### config.mk
export PLATFORM = sky130hd
export DESIGN_NAME = pc_sequencer
export DESIGN_NICKNAME = d
export VERILOG_FILES = /design/src/rtl/pc_pkg.sv /design/src/rtl/next_pc_mux.sv /design/src/rtl/pc_sequencer.sv
export SDC_FILE = /design/constraint.sdc
export NUM_CORES = 1
export LEC_CHECK = 0
export ABC_AREA = 1
export ABC_CLOCK_PERIOD_IN_PS = 3250
export CORE_MARGIN = 1.5
export CORE_UTILIZATION = 50
export DETAILED_ROUTE_END_ITERATION = 12
export PLACE_DENSITY = 0.83
export SYNTH_ARGS = -nofsm -noshare
export SYNTH_HDL_FRONTEND = slang
export SYNTH_HIERARCHICAL = 1
export SYNTH_SLANG_ARGS = --single-unit
### constraint.sdc
create_clock -name clk -period 3.25 [get_ports clk]
set_input_delay 0.8125 -clock clk [delete_from_list [all_inputs] [get_ports clk]]
set_output_delay 0.8125 -clock clk [all_outputs]
set_load 0.01 [all_outputs]
### src/rtl/pc_pkg.sv
// Shared types and defaults for the program-counter sequencer.
package pc_pkg;

  localparam int unsigned DefaultAddrW      = 32;
  localparam logic [31:0] DefaultResetPc    = 32'h0000_0000;
  localparam int unsigned DefaultInstrBytes = 4;

  typedef enum logic [1:0] {
    StReset,
    StFetch,
    StExec,
    StHalted
  } pc_state_e;

  // Next-PC source, listed from lowest to highest priority.
  typedef enum logic [1:0] {
    SelSeq,
    SelBr,
    SelJmp,
    SelJr
  } pc_sel_e;

endpackage

### src/rtl/next_pc_mux.sv
// Next-PC priority select: jr > jmp > branch > sequential.
// Taken targets are word-aligned and a misalignment is reported.
module next_pc_mux import pc_pkg::*; #(
  parameter int unsigned ADDR_W      = DefaultAddrW,
  parameter int unsigned INSTR_BYTES = DefaultInstrBytes
) (
  input  logic [ADDR_W-1:0] pc_i,
  input  logic              jmp_i,
  input  logic              jr_i,
  input  logic              branch_taken_i,
  input  logic [ADDR_W-1:0] imm_target_i,
  input  logic [ADDR_W-1:0] reg_target_i,
  output logic [ADDR_W-1:0] next_pc_o,
  output logic [ADDR_W-1:0] seq_pc_o,
  output pc_sel_e           sel_o,
  output logic              misalign_o
);

  logic [ADDR_W-1:0] target;
  logic              taken;

  // Priority select, then align the chosen target and flag dropped low bits.
  always_comb begin
    sel_o    = SelSeq;
    target   = imm_target_i;
    seq_pc_o = pc_i + ADDR_W'(INSTR_BYTES);
    if (jr_i) begin
      sel_o  = SelJr;
      target = reg_target_i;
    end else if (jmp_i) begin
      sel_o = SelJmp;
    end else if (branch_taken_i) begin
      sel_o = SelBr;
    end
    taken      = (sel_o != SelSeq);
    misalign_o = taken && (target[1:0] != 2'b00);
    next_pc_o  = taken ? {target[ADDR_W-1:2], 2'b00} : seq_pc_o;
  end

endmodule

### src/rtl/pc_sequencer.sv
// Program counter and fetch/execute sequencer for the unpipelined core.
// Optional feature macro: PC_JUMP_COUNT_EN (counts taken control transfers).
module pc_sequencer import pc_pkg::*; #(
  parameter int unsigned        ADDR_W      = DefaultAddrW,
  parameter logic [ADDR_W-1:0]  RESET_PC    = ADDR_W'(DefaultResetPc),
  parameter int unsigned        INSTR_BYTES = DefaultInstrBytes
) (
  input  logic              clk,
  input  logic              rst,
  output logic              imem_req,
  input  logic              imem_ready,
  output logic [ADDR_W-1:0] pc,
  output logic              instr_valid,
  input  logic              jmp,
  input  logic              jr,
  input  logic              jal,
  input  logic              branch_taken,
  input  logic [ADDR_W-1:0] imm_target,
  input  logic [ADDR_W-1:0] reg_target,
  input  logic              halt,
  output logic              link_we,
  output logic [ADDR_W-1:0] link_data,
  output logic              misalign,
  output logic [15:0]       jump_count
);

  pc_state_e         state_q, state_d;
  logic [ADDR_W-1:0] pc_q;
  logic              link_we_q;
  logic [ADDR_W-1:0] link_data_q;
  logic              misalign_q;

  logic [ADDR_W-1:0] next_pc;
  logic [ADDR_W-1:0] seq_pc;
  pc_sel_e           sel;
  logic              target_misalign;
  logic              exec_go;

  next_pc_mux #(
    .ADDR_W      (ADDR_W),
    .INSTR_BYTES (INSTR_BYTES)
  ) u_next_pc_mux (
    .pc_i           (pc_q),
    .jmp_i          (jmp),
    .jr_i           (jr),
    .branch_taken_i (branch_taken),
    .imm_target_i   (imm_target),
    .reg_target_i   (reg_target),
    .next_pc_o      (next_pc),
    .seq_pc_o       (seq_pc),
    .sel_o          (sel),
    .misalign_o     (target_misalign)
  );

  // Next-state and state-decoded outputs.
  always_comb begin
    state_d     = state_q;
    imem_req    = 1'b0;
    instr_valid = 1'b0;
    exec_go     = 1'b0;
    unique case (state_q)
      StReset: state_d = StFetch;
      StFetch: begin
        imem_req = 1'b1;
        if (imem_ready) state_d = StExec;
      end
      StExec: begin
        instr_valid = 1'b1;
        // A halting instruction commits nothing but the state change.
        exec_go     = !halt;
        state_d     = halt ? StHalted : StFetch;
      end
      StHalted: state_d = StHalted;
      default:  state_d = StReset;
    endcase
  end

  // State, PC, link and misalign registers.
  always_ff @(posedge clk) begin
    if (rst) begin
      state_q     <= StReset;
      pc_q        <= RESET_PC;
      link_we_q   <= 1'b0;
      link_data_q <= '0;
      misalign_q  <= 1'b0;
    end else begin
      state_q   <= state_d;
      link_we_q <= exec_go && jal;
      if (exec_go) begin
        pc_q <= next_pc;
        if (jal) link_data_q <= seq_pc;
        if (target_misalign) misalign_q <= 1'b1;
      end
    end
  end

  assign pc        = pc_q;
  assign link_we   = link_we_q;
  assign link_data = link_data_q;
  assign misalign  = misalign_q;

`ifdef PC_JUMP_COUNT_EN
  logic [15:0] jump_count_q;

  // Saturating count of redirected EXEC cycles.
  always_ff @(posedge clk) begin
    if (rst) begin
      jump_count_q <= '0;
    end else if (exec_go && (sel != SelSeq) && (jump_count_q != 16'hFFFF)) begin
      jump_count_q <= jump_count_q + 16'd1;
    end
  end

  assign jump_count = jump_count_q;
`else
  logic unused_sel;
  assign unused_sel = ^sel;
  assign jump_count = '0;
`endif

endmodule

==> flow_summary.toml, run 1 <==
[outcome]
run_status = "finished, final reports clean"

[clock_tree]
clkTransAtPathRegs_ns = 0.08
htreeDepth = 3
clock_tree.root_cell = "sky130_fd_sc_hd__clkbuf_8"
clockBufferDepth = 2
cts_tree = "built"
numCtsBuffers = 9
post_cts.resized_instances = 0
clkLatencyLatePin_ns = 0.35
cts_setup_buffers = 0
cts.sink_count = 68
hold_buffers = 0

[route]
drt-pass1-iter-count = 4
drt_wl_total_um = 13300
detailroute.via_count = 4822
drcViolationCount = 0
drt_first_iter_violations = 276
vias_per_cell = 5.17
routed_wire_length_per_instance_um = 14.3
ant_nets = 0

[layout]
final_cell_count_no_fill = 933
post-route-cell-area_mm2 = 0.00607
filler_cell_count_in_the_final_layout = 773
layout_cell_share_with_drive_strength_beyond_1 = 0.104
regArea_mm2 = 0.00136
flow.area_growth_from_synthesis_pct = 33.4
multi_input_comb_area_mm2 = 0.00266
nets = 893
n_antenna_cell = 0

[power]
switching_power_as_a_share_of_total_power = 0.273
total_power_mw = 2.03
switching_power_mw = 0.556
vdd_drop_max_mv = 0.198
clkPwrFrac = 0.385
power_frac_comb = 0.180
seq_power_share = 0.434
leakagePower_nw = 2.35
int_pwr_mw = 1.48
p_per_area_mw_per_mm2 = 335

[placed_design]
place_hpwl_um = 9810
placement.io_buffers = 139
post_detailed_placement_cell_area_mm2 = 0.00584
dp_cells = 917
routabilityCongestion = 0.910

[floorplan]
die-height_um = 98.4
fp.dieArea_mm2 = 0.00968
floorplan.rows = 34
floorplan.io_pins = 156
floorplan.core_area_mm2 = 0.00876
start_util = 0.519
fp.dieW_um = 98.4

[worst_setup_path]
crit_fanout = 33
r2r_setup_slack_ns = 1.34
worstPathRequired_ns = 3.53
worstSetupPathType = "in2reg"
endpoint_kind = "flip-flop"
startpoint_type = "primary input"
crit_arrival_ns = 2.72

[global_route]
global_route_wire_length_before_repair_um = 21700
grt.overflow.total = 0
first_global_vias = 4547
grt_antenna_before_repair = 0
grt_start_max_net_pins = 36
global_route_usage_over_all_layers = 0.279

[timing]
fin_setup_tns_ns = 0
min_period_over_period = 0.751
grt_setup_unrepaired = "false"
timing_worst_slew_pin_value_ns = 0.944
final-hold-violation-count = 0
post-route-min-period_ns = 2.44
max_freq_mhz = 410
slew_headroom = 0.370
setup-violations-final = 0
maxSlewViolCount = 0
worst_clock_skew_ns = 0.0104

[yosys]
syn-instance-count = 702
synthesis.yosys.warnings = 6
synth_area_per_cell_um2 = 6.48
syn_area_mm2 = 0.00455

[hold_path]
hp-class = "reg2reg"

[run]
max-cap-violations = 0
[final cells by class]
cell class,instances,area share
repair buffers,148,0.241
clock buffers,9,0.0204
multi-input cells,532,0.438
well taps,108,0.0223
inverters,61,0.0377
clock inverters,7,0.0163
flip-flops and latches,68,0.224
[state kept, by name, indices dropped and copies added (netlist names)]
name	cells
link_data	32
pc	32
state_q	2
link_we	1
misalign	1
[metrics by stage]
stage / worst slack (ns) / utilization / hold WS (ns)
2_1_floorplan: 1.38 / - / 0.474
3_3_place_gp: 0.583 / 0.667 / 0.443
3_5_place_dp: 0.528 / 0.667 / 0.455
4_1_cts: 0.887 / 0.692 / 0.474
5_1_grt: 0.689 / 0.692 / 0.506
6_report: 0.810 / 0.692 / 0.474
[layout by cell type (no fill, tap or decap), drive strengths merged]
master         instances
xnor2                  4
and2                   3
mux2i                  4
clkdlybuf4s50        139
dfxtp                 68
nor3                   5
ha                     1
nand4                 32
a21oi                 34
nand2                242
clkinv                 3
clkinvlp               1
nor2                 115
or2                   20
bufinv                 2
clkbuf                 9
nand3b                 8
inv                   62
o211ai                20
buf                    9
nand3                  7
o21ai                  5
xor2                  11
a31oi                  5
conb                  16
[power by group through the flow]
stage               clock network [mW]  registers (mW)  logic [mW]
CTS                              0.801           0.884       0.364
detailed placement                   0           0.903       0.361
floorplan                            0           0.908       0.199
global route                     0.837           0.888       0.401
global placement                     0           0.902       0.355
finish                           0.784           0.884       0.367
[worst paths after layout]
kind,end,depth (start not counted),from
worst min-delay path,misalign$_SDFFE_PP0P_,2,misalign$_SDFFE_PP0P_
worst min register to register,misalign$_SDFFE_PP0P_,2,misalign$_SDFFE_PP0P_
worst max register to register,pc[24]$_SDFFE_PP0N_,11,pc[3]$_SDFFE_PP0N_
worst max-delay path,pc[19]$_SDFFE_PP0N_,10,jr
[critical path, cell delays in order]
cell and delay (ns):
sky130_fd_sc_hd__clkdlybuf4s50_1 0.49, sky130_fd_sc_hd__buf_4 0.26, sky130_fd_sc_hd__nor2_1 0.08, sky130_fd_sc_hd__inv_2 0.06
sky130_fd_sc_hd__nor2_2 0.04, sky130_fd_sc_hd__inv_2 0.44, sky130_fd_sc_hd__o211ai_1 0.21, sky130_fd_sc_hd__nand2_1 0.12
sky130_fd_sc_hd__nand2_1 0.05, sky130_fd_sc_hd__a21oi_1 0.16
[per-layer routing]
layer  part of all wire  global-route usage  wire [µm]  vias to the layer above
li1                   -                   -          -                     2403
met1               0.42               0.358       5600                     2156
met4              0.025               0.107        334                        0
met3              0.078              0.0537       1050                       27
met2               0.48               0.464       6340                      236
met5                  0                   0          0                        -
Power figures use the tool's default switching activity.
==> run 2, diff against run 1 <==
- ABC_CLOCK_PERIOD_IN_PS: 3250 -> 1970
- CORE_UTILIZATION: 50 -> 42
- PLACE_DENSITY: 0.83 -> 0.74
- clock period: 3.25 -> 1.97 ns (I/O delays scaled with it)
==> run 2 against run 1 <==
Utilization is 8.9 points lower. Clock power increased by 52%. First-iteration DRC count fell by 13%. Die area up 18%. Worst setup slack got worse by 0.75 ns. Sequential power up 65%. Clock skew shrank 0.00093 ns. Sequential share of layout area fell by 0.69 points. Critical endpoint is now pc[27]. Highest routed layer unchanged.
==> flow_summary.toml, run 2 (synthesis results as in run 1) <==
[route]
routed_wire_length_per_instance_um = 13.9
drt-pass1-iter-count = 4
drt_wl_total_um = 13600
ant_nets = 0
detailroute.via_count = 4808
drcViolationCount = 0
vias_per_cell = 4.93
drt_first_iter_violations = 240

[worst_setup_path]
rr_startpoint = "pc[2]$_SDFFE_PP0N_"
timing.critical_path.cells = "clkdlybuf4s50_1"
worstPathRequired_ns = 1.48
cpLargestDelayFamily = "buffers and inverters"
worstSetupPathType = "reg2out"
ff2ff_path_depth = 12
cpMaxStageDelayCell = "sky130_fd_sc_hd__clkdlybuf4s50_1"
slowest_delay_ns = 0.60
endpoint_kind = "output port"
crit_arrival_ns = 1.41
r2r-end = "link_data[30]$_SDFFE_PP0P_"
startpoint_type = "flip-flop"
crit_fanout = 7
cp_num_buf_inv = 1
r2r_setup_slack_ns = 0.18

[layout]
n_antenna_cell = 0
nets = 908
flow.area_growth_from_synthesis_pct = 38.1
layout_cell_share_with_drive_strength_beyond_1 = 0.126
final_cell_mix = "sky130_fd_sc_hd__nand2_1 (234), sky130_fd_sc_hd__clkdlybuf4s50_1 (137), sky130_fd_sc_hd__nor2_1 (97), sky130_fd_sc_hd__dfxtp_1 (64), sky130_fd_sc_hd__inv_1 (54)"
regArea_mm2 = 0.00137
multi_input_comb_area_mm2 = 0.00266
filler_cell_count_in_the_final_layout = 1027
layout_commonest_cell = "sky130_fd_sc_hd__nand2_1"
final_cell_count_no_fill = 976

[hold_path]
hold_path_depth = 2
hold_start = "misalign$_SDFFE_PP0P_"
hp-class = "reg2reg"
hold_critical_path_endpoint = "misalign$_SDFFE_PP0P_"

[clock_tree]
cts.sink_count = 68
clkTransAtPathRegs_ns = 0.08
clock_tree.root_cell = "sky130_fd_sc_hd__clkbuf_8"
cts_tree = "built"
clockBufferDepth = 2
hold_buffers = 0
htreeDepth = 3
cts_setup_buffers = 0
numCtsBuffers = 9
clkLatencyLatePin_ns = 0.34

[power]
total_power_mw = 3.29
vdd_drop_max_mv = 0.400
leakagePower_nw = 2.46
p_per_area_mw_per_mm2 = 523

[floorplan]
fp.dieArea_mm2 = 0.0115
start_util = 0.437
die-height_um = 107
floorplan.core_area_mm2 = 0.0104
floorplan.io_pins = 156
floorplan.rows = 37
fp.dieW_um = 107

[timing]
fin_setup_tns_ns = 0
hold-worst-slack_ns = 0.460
maxSlewViolCount = 0
final-hold-violation-count = 0
post-route-min-period_ns = 1.91
max_freq_mhz = 524
grt_setup_unrepaired = "false"
min_period_over_period = 0.968
worst_clock_skew_ns = 0.00951
setup-violations-final = 0

[run]
max-cap-violations = 0

[placed_design]
routabilityCongestion = 0.954
place_hpwl_um = 10600
placement.io_buffers = 139
dp_cells = 960

[global_route]
first_global_vias = 4552
grt.overflow.total = 0
global_route_usage_over_all_layers = 0.243
grt_start_max_net_pins = 33
global_route_wire_length_before_repair_um = 22200
grt_antenna_before_repair = 0

[outcome]
run_status = "finished, final reports clean"
## run 2: through the flow
| stage | instance area (µm²) | util | setup slack [ns] |
|---|---|---|---|
| 6_report | 6280 | 0.603 | 0.0633 |
| 5_1_grt | 6280 | 0.603 | 0.0148 |
| 4_1_cts | 6270 | 0.602 | 0.0170 |
| 3_5_place_dp | 6070 | 0.582 | -0.0441 |
| 3_3_place_gp | 6070 | 0.582 | -0.00360 |
| 2_1_floorplan | 4600 | - | 0.379 |
## run 2: per-layer routing
metal | wire length [µm] | global-route usage | share of wire
met1 | 6210 | 0.320 | 0.46
met2 | 6520 | 0.413 | 0.48
met4 | 178 | 0.0676 | 0.013
met3 | 696 | 0.0328 | 0.051
met5 | 0 | 0 | 0
## run 2: area by class of cell
| cell class | count | area share |
|---|---|---|
| Sequential cell | 68 | 0.218 |
| Tap cell | 136 | 0.0271 |
| Inverter | 61 | 0.0365 |
| Clock inverter | 5 | 0.00976 |
| Clock buffer | 11 | 0.0225 |
| Timing Repair Buffer | 163 | 0.263 |
| Multi-Input combinational cell | 532 | 0.424 |
## run 2: worst max path at each step
stage / start / to / slack, ns / cells after the start
floorplan: pc[3]$_SDFFE_PP0N_ / pc[26]$_SDFFE_PP0N_ / 0.38 / 12
global placement: jr / pc[10]$_SDFFE_PP0N_ / -0.004 / 10
detailed placement: jr / pc[17]$_SDFFE_PP0N_ / -0.04 / 8
CTS: state_q[1]$_SDFFE_PP0P_ / imem_req / 0.02 / 4
global route: pc[21]$_SDFFE_PP0N_ / pc[21] / 0.01 / 1
finish: pc[27]$_SDFFE_PP0N_ / pc[27] / 0.06 / 1
## run 2: power by group
group	internal, mW	switching, mW
registers	1.41	0.0444
clock network	0.622	0.565
logic	0.334	0.305
total	2.37	0.914
## run 2: repair_timing
action | CTS | global route
setup endpoints to repair | 3 | 9
gates resized for setup | 4 | 4
endpoints found under the hold margin | 0 | 0
pin swaps | 0 | 0
